## src/rtl/seg7_pkg.sv

```systemverilog
// Shared seven-segment definitions: hex glyph table and decimal-point position.
// Segment bits are {dp,g,f,e,d,c,b,a}, active-high.
package seg7_pkg;

    localparam int DP_BIT = 7;

    localparam logic [6:0] SEG_TABLE [0:15] = '{
        7'h3F, 7'h06, 7'h5B, 7'h4F, 7'h66, 7'h6D, 7'h7D, 7'h27,
        7'h7F, 7'h6F, 7'h77, 7'h7C, 7'h39, 7'h5E, 7'h79, 7'h71
    };

    function automatic logic [7:0] hex_to_seg(input logic [3:0] nibble);
        return {1'b0, SEG_TABLE[nibble]};
    endfunction

endpackage

```

## src/rtl/seg7_decode.sv

```systemverilog
// Single-digit segment decoder: hex nibble plus decimal point, with a dark override.
// Combinational; shared with the single-digit lab blocks.
module seg7_decode
    import seg7_pkg::*;
(
    input  logic [3:0] nibble,
    input  logic       dp,
    input  logic       dark,
    output logic [7:0] seg
);

    always_comb begin
        seg         = hex_to_seg(nibble);
        seg[DP_BIT] = dp;
        if (dark) begin
            seg = '0;
        end
    end

endmodule

```

## src/rtl/seg7_scan_display.sv

```systemverilog
// Time-multiplexed seven-segment scanner with shadowed digit data applied at
// frame boundaries, per-digit blank/blink/dp and live leading-zero blanking.
module seg7_scan_display
    import seg7_pkg::*;
#(
    parameter int NUM_DIGITS   = 8,
    parameter int SCAN_DIV     = 100000,
    parameter int BLINK_FRAMES = 64
) (
    input  logic                    clk,
    input  logic                    rst_n,
    input  logic                    load,
    input  logic [4*NUM_DIGITS-1:0] digits_in,
    input  logic [NUM_DIGITS-1:0]   dp_in,
    input  logic [NUM_DIGITS-1:0]   blank_in,
    input  logic [NUM_DIGITS-1:0]   blink_en,
    input  logic                    lzb_en,
    output logic [NUM_DIGITS-1:0]   Enable,
    output logic [7:0]              SevenSeg,
    output logic                    busy,
    output logic                    frame_tick
);

    localparam int DIV_W = $clog2(SCAN_DIV);
    localparam int IDX_W = $clog2(NUM_DIGITS);
    localparam int FRM_W = (BLINK_FRAMES > 1) ? $clog2(BLINK_FRAMES) : 1;

    localparam logic [DIV_W-1:0] DIV_LAST = DIV_W'(SCAN_DIV - 1);
    localparam logic [IDX_W-1:0] IDX_LAST = IDX_W'(NUM_DIGITS - 1);
    localparam logic [FRM_W-1:0] FRM_LAST = FRM_W'(BLINK_FRAMES - 1);

    logic [DIV_W-1:0]        div_cnt;
    logic [IDX_W-1:0]        digit_idx;
    logic [FRM_W-1:0]        frm_cnt;
    logic                    phase;

    logic [4*NUM_DIGITS-1:0] sh_digits, act_digits;
    logic [NUM_DIGITS-1:0]   sh_dp, act_dp;
    logic [NUM_DIGITS-1:0]   sh_blank, act_blank;
    logic [NUM_DIGITS-1:0]   sh_blink, act_blink;

    logic                    div_last;
    logic                    frame_end;
    logic [NUM_DIGITS-1:0]   lz;
    logic                    run;
    logic [3:0]              cur_nib;
    logic                    cur_dark;
    logic [7:0]              seg_next;
    logic [NUM_DIGITS-1:0]   en_next;

    assign div_last   = (div_cnt == DIV_LAST);
    assign frame_end  = div_last && (digit_idx == IDX_LAST);
    assign frame_tick = frame_end;

    // lz[i]: digits N-1 down to i are all zero in the active set
    always_comb begin
        lz  = '0;
        run = 1'b1;
        for (int i = NUM_DIGITS - 1; i >= 0; i--) begin
            run   = run && (act_digits[4*i +: 4] == 4'h0);
            lz[i] = run;
        end
    end

    always_comb begin
        cur_nib  = act_digits[{digit_idx, 2'b00} +: 4];
        cur_dark = act_blank[digit_idx]
                 | (act_blink[digit_idx] & phase)
                 | (lzb_en && (digit_idx != '0) && lz[digit_idx]);
        en_next  = {{(NUM_DIGITS-1){1'b0}}, 1'b1} << digit_idx;
    end

    seg7_decode u_decode (
        .nibble (cur_nib),
        .dp     (act_dp[digit_idx]),
        .dark   (cur_dark),
        .seg    (seg_next)
    );

    always_ff @(posedge clk or negedge rst_n) begin
        if (!rst_n) begin
            div_cnt    <= '0;
            digit_idx  <= '0;
            frm_cnt    <= '0;
            phase      <= 1'b0;
            busy       <= 1'b0;
            sh_digits  <= '0;
            sh_dp      <= '0;
            sh_blank   <= '0;
            sh_blink   <= '0;
            act_digits <= '0;
            act_dp     <= '0;
            act_blank  <= '1;
            act_blink  <= '0;
            Enable     <= '0;
            SevenSeg   <= '0;
        end else begin
            div_cnt <= div_last ? '0 : div_cnt + 1'b1;
            if (div_last) begin
                digit_idx <= (digit_idx == IDX_LAST) ? '0 : digit_idx + 1'b1;
            end
            if (frame_end && busy) begin
                act_digits <= sh_digits;
                act_dp     <= sh_dp;
                act_blank  <= sh_blank;
                act_blink  <= sh_blink;
            end
            // a load on the boundary cycle wins over the clear and waits a frame
            if (load) begin
                sh_digits <= digits_in;
                sh_dp     <= dp_in;
                sh_blank  <= blank_in;
                sh_blink  <= blink_en;
                busy      <= 1'b1;
            end else if (frame_end) begin
                busy <= 1'b0;
            end
            if (frame_end) begin
                if (frm_cnt == FRM_LAST) begin
                    frm_cnt <= '0;
                    phase   <= ~phase;
                end else begin
                    frm_cnt <= frm_cnt + 1'b1;
                end
            end
            Enable   <= en_next;
            SevenSeg <= seg_next;
        end
    end

endmodule

```

## config.mk

```make
export PLATFORM = sky130hd
export DESIGN_NAME = seg7_scan_display
export DESIGN_NICKNAME = d
export VERILOG_FILES = /design/src/rtl/seg7_pkg.sv /design/src/rtl/seg7_decode.sv /design/src/rtl/seg7_scan_display.sv
export SDC_FILE = /design/constraint.sdc
export NUM_CORES = 1
export LEC_CHECK = 0
export CAP_MARGIN = 20
export CORE_MARGIN = 5
export CORE_UTILIZATION = 60
export DETAILED_ROUTE_END_ITERATION = 6
export DONT_BUFFER_PORTS = 1
export PLACE_DENSITY_LB_ADDON = 0.12
export REMOVE_ABC_BUFFERS = 1
export SYNTH_ARGS = -nofsm -noshare
export SYNTH_HDL_FRONTEND = slang
export SYNTH_SLANG_ARGS = --single-unit
export TNS_END_PERCENT = 50
```

## constraint.sdc

```tcl
create_clock -name clk -period 2.9 [get_ports clk]
set_input_delay 0.58 -clock clk [delete_from_list [all_inputs] [get_ports clk]]
set_output_delay 0.58 -clock clk [all_outputs]
set_load 0.01 [all_outputs]
```

* Word level (Yosys, flattened, before mapping) *
Memory sizes are Yosys's and may differ from the RTL's.
Cells that the tools add are included.

operators by class
  eq/ne operators = 3
  reductions and logical operators = 22
  multiplexer cells = 16
  shift-type cells = 2
  $add $sub $neg = 3
  magnitude comparators = 2
  bitwise logic cells = 5

operators by type and width
  cell                   number
  $logic_not 4->1        8
  $shiftx 32x6->4        1
  $add 17x1->17 const B  1
  $eq 17x17->1 const B   1
  $mux 17                1
  $mux 7                 2
  $bmux 1 s3             4
  $logic_and 1x1->1      11
  $mux 8                 1
  $shl 1x3->8 const A    1
  $add 6x1->6 const B    1
  $eq 6x6->1 const B     1
  $mux 1                 6
  $mux 6                 1
  $ge 5x5->1 const B     1
  $not 4->5              1
  $lt 3x4->1 const B     1
  $add 3x1->3 const B    1
  $eq 3x3->1 const B     1
  $mux 3                 1
  $reduce_bool 3->1      1
  $or 1x1->1             2
  $reduce_and 2->1       1
  $reduce_bool 2->1      1
  other kinds (2)        2

storage, ports and cells
  memories kept = 1
  bits in read-only memories = 112
  output and inout port bits = 18
  word-level logic and storage cells = 69
  bits in registers = 156

memories
  memory            words  width  read ports  clocked after Yosys merged registers in  wr ports  RTL line        RTL
  (name not given)  16     7      1           0                                        0         seg7_pkg.sv:13  return {1'b0, SEG_TABLE[nibble]};

* Logic depth before layout (Yosys ltp) *
Gate-level depths: netlist of the first run.

  depth in word-level cells = 13
  mapped depth = 10
  mapped depth without buffers = 8

* Hierarchy *
From an unflattened synthesis of the first run, not the netlist that was laid out.

second synthesis, totals
  cells, all modules = 488
  area, all modules = 6,805.3 um^2

modules (own cells, without submodules)
  module             cells each  seq. area each (um^2)  area an instance (um^2)  times used
  seg7_scan_display  456         3,913.8                6,555.0                  1
  seg7_decode        32          0.0                    250.2                    1

* Worst setup path after synthesis of the first run *
No wires, ideal clock.

  path kind = reg-to-reg
  start = register digit_idx[1]
  end = register SevenSeg[4]
  library setup time = 0.146 ns
  data required time = 2.754 ns
  stages on the path, launching flop included = 10
  arrival = 2.177 ns
  clock period less this slack = 2.324 ns
  path buffers = 2
  path slack = 0.576 ns
  cell sequence = dfrtp_1 > buf_6 > buf_2 > inv_1 > ha_1 > nor2b_1 > or3_1 > a2111oi_0 > a32o_1 > a221oi_1

between the ends
  cells in the longest elaborated chain, start to end = 6

RTL lines
  item                                                        RTL line                                          RTL
  start, declared                                             seg7_scan_display.sv:33                           logic [IDX_W-1:0] digit_idx;
  start signal, assigned                                      seg7_scan_display.sv:100                          digit_idx <= (digit_idx == IDX_LAST) ? '0 : digit_idx + 1'b1;
  $shiftx 32x6->4 or $bmux 1 s3 (tied branches)               seg7_scan_display.sv:66, seg7_scan_display.sv:68
  $not 4->5 (implied by the code) or $mux 1 (tied branches)   seg7_pkg.sv:13, seg7_scan_display.sv:68
  $mem_v2 16x7 or $and 1x1->1 (tied branches)                 --
  $mux 7 (implied by the code) or $or 1x1->1 (tied branches)  seg7_pkg.sv:13, seg7_scan_display.sv:68
  $mux 7 (implied by the code) or $or 1x1->1 (tied branches)  seg7_pkg.sv:13, seg7_scan_display.sv:69
  $mux 8 (*)                                                  seg7_decode.sv:15                                 if (dark) begin
  named net seg_next[4]                                       seg7_scan_display.sv:48                           logic [7:0] seg_next;
  end signal, assigned                                        seg7_scan_display.sv:127                          SevenSeg <= seg_next;
  end, declared                                               seg7_scan_display.sv:19                           output logic [7:0] SevenSeg,

Mark *: on every way through the listed nets, which the timed path passes. The rest lies on a longest branch. The select of a mux whose other input is x is not followed.
A chain may end at the register's enable or synchronous reset.

* Final worst setup path of the first run *
  start = register div_cnt[12]
  end = output port frame_tick

between the ends
  cells in the longest elaborated chain, start to end = 2

RTL lines
  item                    RTL line                 RTL
  start, declared         seg7_scan_display.sv:32  logic [DIV_W-1:0] div_cnt;
  start signal, assigned  seg7_scan_display.sv:98  div_cnt <= div_last ? '0 : div_cnt + 1'b1;
  $eq 17x17->1            seg7_scan_display.sv:51  assign div_last = (div_cnt == DIV_LAST);
  $logic_and 1x1->1       seg7_scan_display.sv:52  assign frame_end = div_last && (digit_idx == IDX_LAST);
  end, declared           seg7_scan_display.sv:21  output logic frame_tick

Every way passes these cells.

==> out/results.ini, run 1 <==
[floorplan]
die_area_mm2 = 0.01379
fp-row-count = 39
die_x_um = 117.4
fp.dieH_um = 117.4
core_mm2 = 0.01137
start_util_pct = 60.89
io_pins = 78

[clock_network]
cts.clk_slew.worst_paths_ns = 0.05
cts_made_buffers = 17
post_cts_buffers = 0
htreeDepth = 4
cts_tree = done
clk-insertion-delay-late_ns = 0.42
cts_root_buffer = clkbuf_16
clock_path_buffers = 2
cts_sinks = 156

[timing]
finalHoldViolations = 148
final_max_slew_viol_count = 0
period_minus_slack_ns = 2.702
grt_setup_unrepaired = false
hold-worst-slack_ns = -0.1478
skew_ns = 0.007759
max_freq_mhz = 370.0
setup_viol = 0
slew_headroom_pct = 62.11
fin_crit_sh_pct = 93.18
tightest_slew_ns = 0.5684

[critical_path]
path_class = flip-flop to primary output
cp_top_family = simple AND/OR/NAND/NOR gates
crit_fanout = 7
path_cells = or4b_4 > nor3_2 > nand3_2 > inv_1
cp-start-kind = flip-flop
cp_slowest_cell = or4b_4
endpoint_kind = primary output
critPathMaxStageDelay_ns = 0.58
crit_required_ns = 2.32
crit_arrival_ns = 2.12
crit_buf_inv = 1

[yosys]
syn_inst = 486
synth_top_area_share_pct = 53.50
synth_ff_type = dfrtp_1
syn_avg_cell_area_um2 = 14.24
yosys_warnings = 0
yosysUniqueCellTypes = 47
synth_area_leaders = dfrtp_1, mux2_2, mux2_4
synthesis.area_mm2 = 0.006923
yosysSeqAreaShare_pct = 56.53
synth-seq-cells = 156
synth_edf_count = 0
synthArstFlopShare_pct = 100.0
synth.largest_area_cell = dfrtp_1

[power]
leakage_nw = 3.544
swShare_pct = 19.38
peakVddDrop_uv = 638.0
power_frac_comb_pct = 2.0
power.switching_mw = 0.8739
p_int_mw = 3.635
power_mw = 4.509
cellPowerDensity_mw_per_mm2 = 589.9
p_seq_share_pct = 51.0
pwr-share-clk_pct = 47.0

[run]
maxCapViolations = 0

[run_status]
outcome = finished with violations
violations = negative hold slack

[cells_and_area]
fin_area_mm2 = 0.007644
fin_nets = 566
antenna_cells = 0
syn_to_final_growth_pct = 10.41
mostFrequentLayoutCells = dfrtp_1, mux2_2, mux2_4
final_common_cell = dfrtp_1
drive_gt1_share_pct = 33.79
fin_util_pct = 67.23

[drt]
vias = 3803
drc_errors = 0
wire_per_inst_um = 19.04
drtAntennaViolNets = 0
vias_per_cell = 5.860
drt_iter0_markers = 237
drt-total-wl_mm = 12.35
dr.pass1.iters = 5

[grt]
grt_pass1_wl_mm = 20.69
grt_max_degree = 157
antenna_found_initial = 1
grt_overflow = 0
first_global_vias = 4066
grt_usage_pct = 18.98

[placed_design]
hpwl_mm = 8.465
gp_congestion = 0.9047
placed_cell_area_mm2 = 0.007066
io_buffers = 0

[hold_path]
min_path_type = input pin to asynchronous set/reset pin

## sequential cells by signal, indices dropped and copies added, names as in the netlist
signal / flops
SevenSeg: 8
act_blank: 8
sh_dp: 8
sh_digits: 32
sh_blink: 8
div_cnt: 17
act_blink: 8
act_digits: 32
Enable: 8
digit_idx: 3
act_dp: 8
phase: 1
busy: 1
frm_cnt: 6
sh_blank: 8
## per-layer routing
metal / up-vias / track usage (%) / wire length (um)
met4: 2 / 8.557 / 235
li1: 1782 / - / -
met5: - / 0 / 13
met3: 22 / 6.352 / 674
met1: 1898 / 25.35 / 5593
met2: 99 / 28.25 / 5837
## synth_stat cells, types with 2 or more instances
cell type,number
or3_1,3
mux2i_1,14
nand2b_1,2
buf_2,4
a21o_1,2
dfrtp_1,148
mux2_2,75
nor2b_1,5
dfstp_2,8
buf_6,6
and3_1,6
o22ai_1,6
nor4_1,6
nand4_1,3
o21ai_0,8
o31ai_1,3
nand3_1,10
a221oi_1,5
xor2_1,6
mux2_4,40
ha_1,13
clkbuf_1,9
nor3_1,6
and2_1,4
a21oi_1,10
mux4_2,8
inv_1,9
nand2_1,17
xnor2_1,11
nand4b_1,2
nor2_1,21
## final timing paths
kind	from	end	slack, ns	cells after the start
setup / recovery	div_cnt[12]$_DFF_PN0_	frame_tick	0.20	4
max in group asynchronous	rst_n	act_blank[0]$_DFFE_PN1P_	2.70	0
setup reg to reg	digit_idx[1]$_DFFE_PN0N_	SevenSeg[6]$_DFF_PN0_	0.36	8
hold reg to reg	div_cnt[0]$_DFF_PN0_	div_cnt[0]$_DFF_PN0_	0.48	1
hold / removal	rst_n	div_cnt[9]$_DFF_PN0_	-0.15	0
min in group clk	digits_in[11]	sh_digits[11]$_DFFE_PN0P_	0.30	1
## cell type report
class / count / area (um^2)
Timing Repair Buffer: 7 / 77.57
Fill cell: 813 / 3726
Clock buffer: 24 / 471.7
Inverter: 9 / 33.78
Clock inverter: 8 / 96.34
Sequential cell: 156 / 3914
Tap cell: 143 / 178.9
Multi-Input combinational cell: 302 / 2872
## power groups by stage
stage	logic, mW	registers, mW	clock network (mW)
finish	0.0898	2.30	2.12
detailed placement	0.0908	2.34	0
global route	0.0981	2.31	2.27
global placement	0.0866	2.34	0
floorplan	0.0847	2.32	0
CTS	0.0919	2.30	2.17
## through the flow
stage	worst slack (ns)	TNS [ns]	std cells
global route	0.05323	0	649
floorplan	-0.3861	-21.26	467
detailed placement	0.3845	0	617
global placement	0.4922	0	617
finish	0.1976	0	649
CTS	0.1118	0	649
## kinds of logic after synthesis
group / after synthesis / synth area share, %
xor+xnor: 17 / 2.151
buf+inv: 28 / 2.241
fa+ha+maj: 13 / 2.350
flops: 156 / 56.53
simple gates: 94 / 7.338
mux: 137 / 25.50
compound gates: 41 / 3.886
## timing repair
action,4_1_cts,5_1_grt
setup endpoints to repair,1,1
hold endpoints to repair,151,148
resized for setup,1,1
Power figures use the tool's default switching activity.
==> inputs of run 2 (changes only) <==
--- a/config.mk
+++ b/config.mk
@@ -5,14 +5,16 @@
 export SDC_FILE = /design/constraint.sdc
 export NUM_CORES = 1
 export LEC_CHECK = 0
-export CAP_MARGIN = 20
+export CAP_MARGIN = 40
 export CORE_MARGIN = 5
 export CORE_UTILIZATION = 60
+export CTS_CLUSTER_DIAMETER = 200
 export DETAILED_ROUTE_END_ITERATION = 6
 export DONT_BUFFER_PORTS = 1
 export PLACE_DENSITY_LB_ADDON = 0.12
 export REMOVE_ABC_BUFFERS = 1
 export SYNTH_ARGS = -nofsm -noshare
 export SYNTH_HDL_FRONTEND = slang
+export SYNTH_HIERARCHICAL = 1
 export SYNTH_SLANG_ARGS = --single-unit
 export TNS_END_PERCENT = 50
==> run 2 against run 1 <==
Net effect:
- the flow still finishes with violations (negative hold slack)
- first-iteration DRC count rose by 12%
- clock skew increased by 0.0067 ns
- clock power is 7% lower
- critical path type unchanged
==> out/results.ini, run 2 <==
[run_status]
outcome = finished with violations  ; unchanged
violations = negative hold slack  ; unchanged

[power]
power_mw = 4.366  ; was 4.509 mW
cellPowerDensity_mw_per_mm2 = 590.4  ; was 589.9 mW/mm^2
peakVddDrop_uv = 699.4  ; was 638.0 uV
leakage_nw = 3.356  ; was 3.544 nW

[grt]
use_met1_pct = 25.84  ; was 25.35%
first_global_vias = 3980  ; was 4066
grt_max_degree = 157  ; unchanged
grt_usage_pct = 19.43  ; was 18.98%
antenna_found_initial = 0  ; was 1
grt_most_used_layer = met2  ; unchanged
gr-usage-met2_pct = 30.47  ; was 28.25%
grt_overflow = 0  ; unchanged
grt_use_met3_pct = 5.699  ; was 6.352%
grt_pass1_wl_mm = 20.10  ; was 20.69 mm

[drt]
drc_errors = 0  ; unchanged
vias = 3811  ; was 3803
drt-total-wl_mm = 12.09  ; was 12.35 mm
vias_per_cell = 5.936  ; was 5.860
drt_iter0_markers = 266  ; was 237
dr.pass1.iters = 5  ; unchanged
wire_per_inst_um = 18.83  ; was 19.04 um
drtAntennaViolNets = 0  ; unchanged

[yosys]
syn_inst = 488  ; was 486
yosys_warnings = 6  ; was 0
synthArstFlopShare_pct = 100.0  ; unchanged
synth_most_common_cell = dfrtp_1  ; unchanged
synth_top_area_share_pct = 54.42  ; was 53.50%
synth-seq-cells = 156  ; unchanged
syn_avg_cell_area_um2 = 13.95  ; was 14.24 um^2
synthesis.area_mm2 = 0.006805  ; was 0.006923 mm^2
yosys-top-cells-count = dfrtp_1, mux2_2, mux2_1  ; was dfrtp_1, mux2_2, mux2_4
yosysUniqueCellTypes = 47  ; unchanged
synth_edf_count = 0  ; unchanged
synth_ff_type = dfrtp_1  ; unchanged
yosysSeqAreaShare_pct = 57.51  ; was 56.53%
synth_area_leaders = dfrtp_1, mux2_2, mux2_1  ; was dfrtp_1, mux2_2, mux2_4
synth.largest_area_cell = dfrtp_1  ; unchanged

[timing]
max_freq_mhz = 358.8  ; was 370.0 MHz
finalSetupTns_ns = 0  ; unchanged
final_max_slew_viol_count = 0  ; unchanged
skew_ns = 0.01449  ; was 0.007759 ns
tightest_slew_ns = 0.5704  ; was 0.5684 ns
finalHoldViolations = 148  ; unchanged
fin_crit_sh_pct = 96.10  ; was 93.18%
setup_viol = 0  ; unchanged
grt_setup_unrepaired = false  ; unchanged
slew_headroom_pct = 61.62  ; was 62.11%
hold-worst-slack_ns = -0.1441  ; was -0.1478 ns
period_minus_slack_ns = 2.787  ; was 2.702 ns

[clock_network]
cts_resized = 0  ; was 1
clk-insertion-delay-late_ns = 0.43  ; was 0.42 ns
cts.clk_slew.worst_paths_ns = 0.06  ; was 0.05 ns
cts_sinks = 156  ; unchanged
cts_root_buffer = clkbuf_16  ; unchanged
cts_tree = done  ; unchanged
cts_made_buffers = 17  ; unchanged
htreeDepth = 4  ; unchanged
post_cts_buffers = 0  ; unchanged
clock_path_buffers = 2  ; unchanged

[cells_and_area]
antenna_cells = 0  ; unchanged
final_common_cell = dfrtp_1  ; unchanged
drive_gt1_share_pct = 27.29  ; was 33.79%
mostFrequentLayoutCells = dfrtp_1, mux2_2, mux2_1  ; was dfrtp_1, mux2_2, mux2_4
instances_no_fill = 642  ; was 649
fin_nets = 562  ; was 566
reg_top3 = act_digits (32), sh_digits (32), div_cnt (17)  ; unchanged
syn_to_final_growth_pct = 8.678  ; was 10.41%
fin_area_mm2 = 0.007396  ; was 0.007644 mm^2

[critical_path]
critPathMaxStageDelay_ns = 0.58  ; about the same
reg2reg_depth = 7  ; was 8
crit_arrival_ns = 2.21  ; was 2.12 ns
endpoint_kind = primary output  ; unchanged
cp_top_family = simple AND/OR/NAND/NOR gates  ; unchanged
cp.depth = 4  ; unchanged
path_class = flip-flop to primary output  ; unchanged
crit_fanout = 10  ; was 7
crit_buf_inv = 1  ; unchanged
cp-start-kind = flip-flop  ; unchanged
path_cells = or4b_4 > nor3_1 > nand4_2 > inv_1  ; was or4b_4 > nor3_2 > nand3_2 > inv_1
cp_slowest_cell = or4b_4  ; unchanged
crit_required_ns = 2.32  ; about the same

[placed_design]
io_buffers = 0  ; unchanged
gp_congestion = 0.7823  ; was 0.9047
dp.cells = 610  ; was 617
placed_cell_area_mm2 = 0.006864  ; was 0.007066 mm^2
hpwl_mm = 8.286  ; was 8.465 mm

[hold_path]
min_path_type = input pin to asynchronous set/reset pin  ; unchanged

[floorplan]
die_area_mm2 = 0.01357  ; was 0.01379 mm^2
die_x_um = 116.5  ; was 117.4 um
fp.dieH_um = 116.5  ; was 117.4 um
io_pins = 78  ; unchanged
start_util_pct = 61.96  ; was 60.89%
fp-row-count = 38  ; was 39
core_mm2 = 0.01098  ; was 0.01137 mm^2

[run]
maxCapViolations = 0  ; unchanged

==> run 2: cell count changes after synthesis, moves of 5 or more <==
| cell | change |
|---|---|
| mux2_4 | -40 |
| a211oi_1 | +5 |
| mux2i_1 | -11 |
| nand2_1 | +11 |
| mux2_1 | +40 |
| o22ai_1 | -5 |
| clkbuf_1 | +5 |
==> run 2: metal layers <==
| metal | wire [um] | vias to the layer above | share of wire [%] |
|---|---|---|---|
| met4 | 173 | 0 | 1.4 |
| li1 | - | 1758 | - |
| met2 | 5877 | 88 | 49 |
| met5 | 0 | - | 0 |
| met3 | 607 | 13 | 5.0 |
| met1 | 5428 | 1952 | 45 |
==> run 2: where the power goes <==
part           internal (mW)  switching [mW]  leakage [nW]  total, mW
clock network           1.13           0.847         0.262       1.98
logic                 0.0703          0.0180          1.13     0.0883
registers               2.26          0.0435          1.97       2.30
==> run 2: path summary, 6_finish.rpt <==
path                                        start                          to  slack (ns)
max                         div_cnt[12]$_DFF_PN0_                  frame_tick        0.11
min                                         rst_n      frm_cnt[3]$_DFFE_PN0P_       -0.14
max reg2reg                  div_cnt[0]$_DFF_PN0_  act_digits[25]$_DFFE_PN0P_        0.50
min reg2reg                frm_cnt[4]$_DFFE_PN0P_      frm_cnt[4]$_DFFE_PN0P_        0.48
max in group asynchronous                   rst_n       SevenSeg[6]$_DFF_PN0_        2.75
min in group clk                      blank_in[1]     sh_blank[1]$_DFFE_PN0P_        0.30
==> run 2: area by class of cell <==
| cell class | count | area [um^2] |
|---|---|---|
| sequential | 156 | 3914 |
| fill | 788 | 3587 |
| multi-input combinational | 296 | 2669 |
| clock buffer | 21 | 460.4 |
| tap | 140 | 175.2 |
| clock inverter | 11 | 71.32 |
| timing repair buffer | 7 | 65.06 |
| inverter | 11 | 41.29 |
==> run 2: metrics by stage <==
stage                     hold WS, ns  setup WS, ns  utilization, %
after floorplan                0.2844       -0.5251               -
after global placement         0.2896        0.5774           62.50
after detailed placement       0.2909        0.4881           62.50
after CTS                     -0.1634       0.09139           67.34
after global routing          -0.1694       0.01177           67.34
final                         -0.1441        0.1130           67.34
==> run 2: cells by family after synthesis <==
logic type | synth area share, %
AO/OA/AOI/OAI | 3.843
XOR/XNOR | 2.188
adder cells (fa/ha/maj) | 2.390
buffers and inverters | 3.291
flip-flops | 57.51
multiplexers | 23.28
AND/OR/NAND/NOR | 7.501
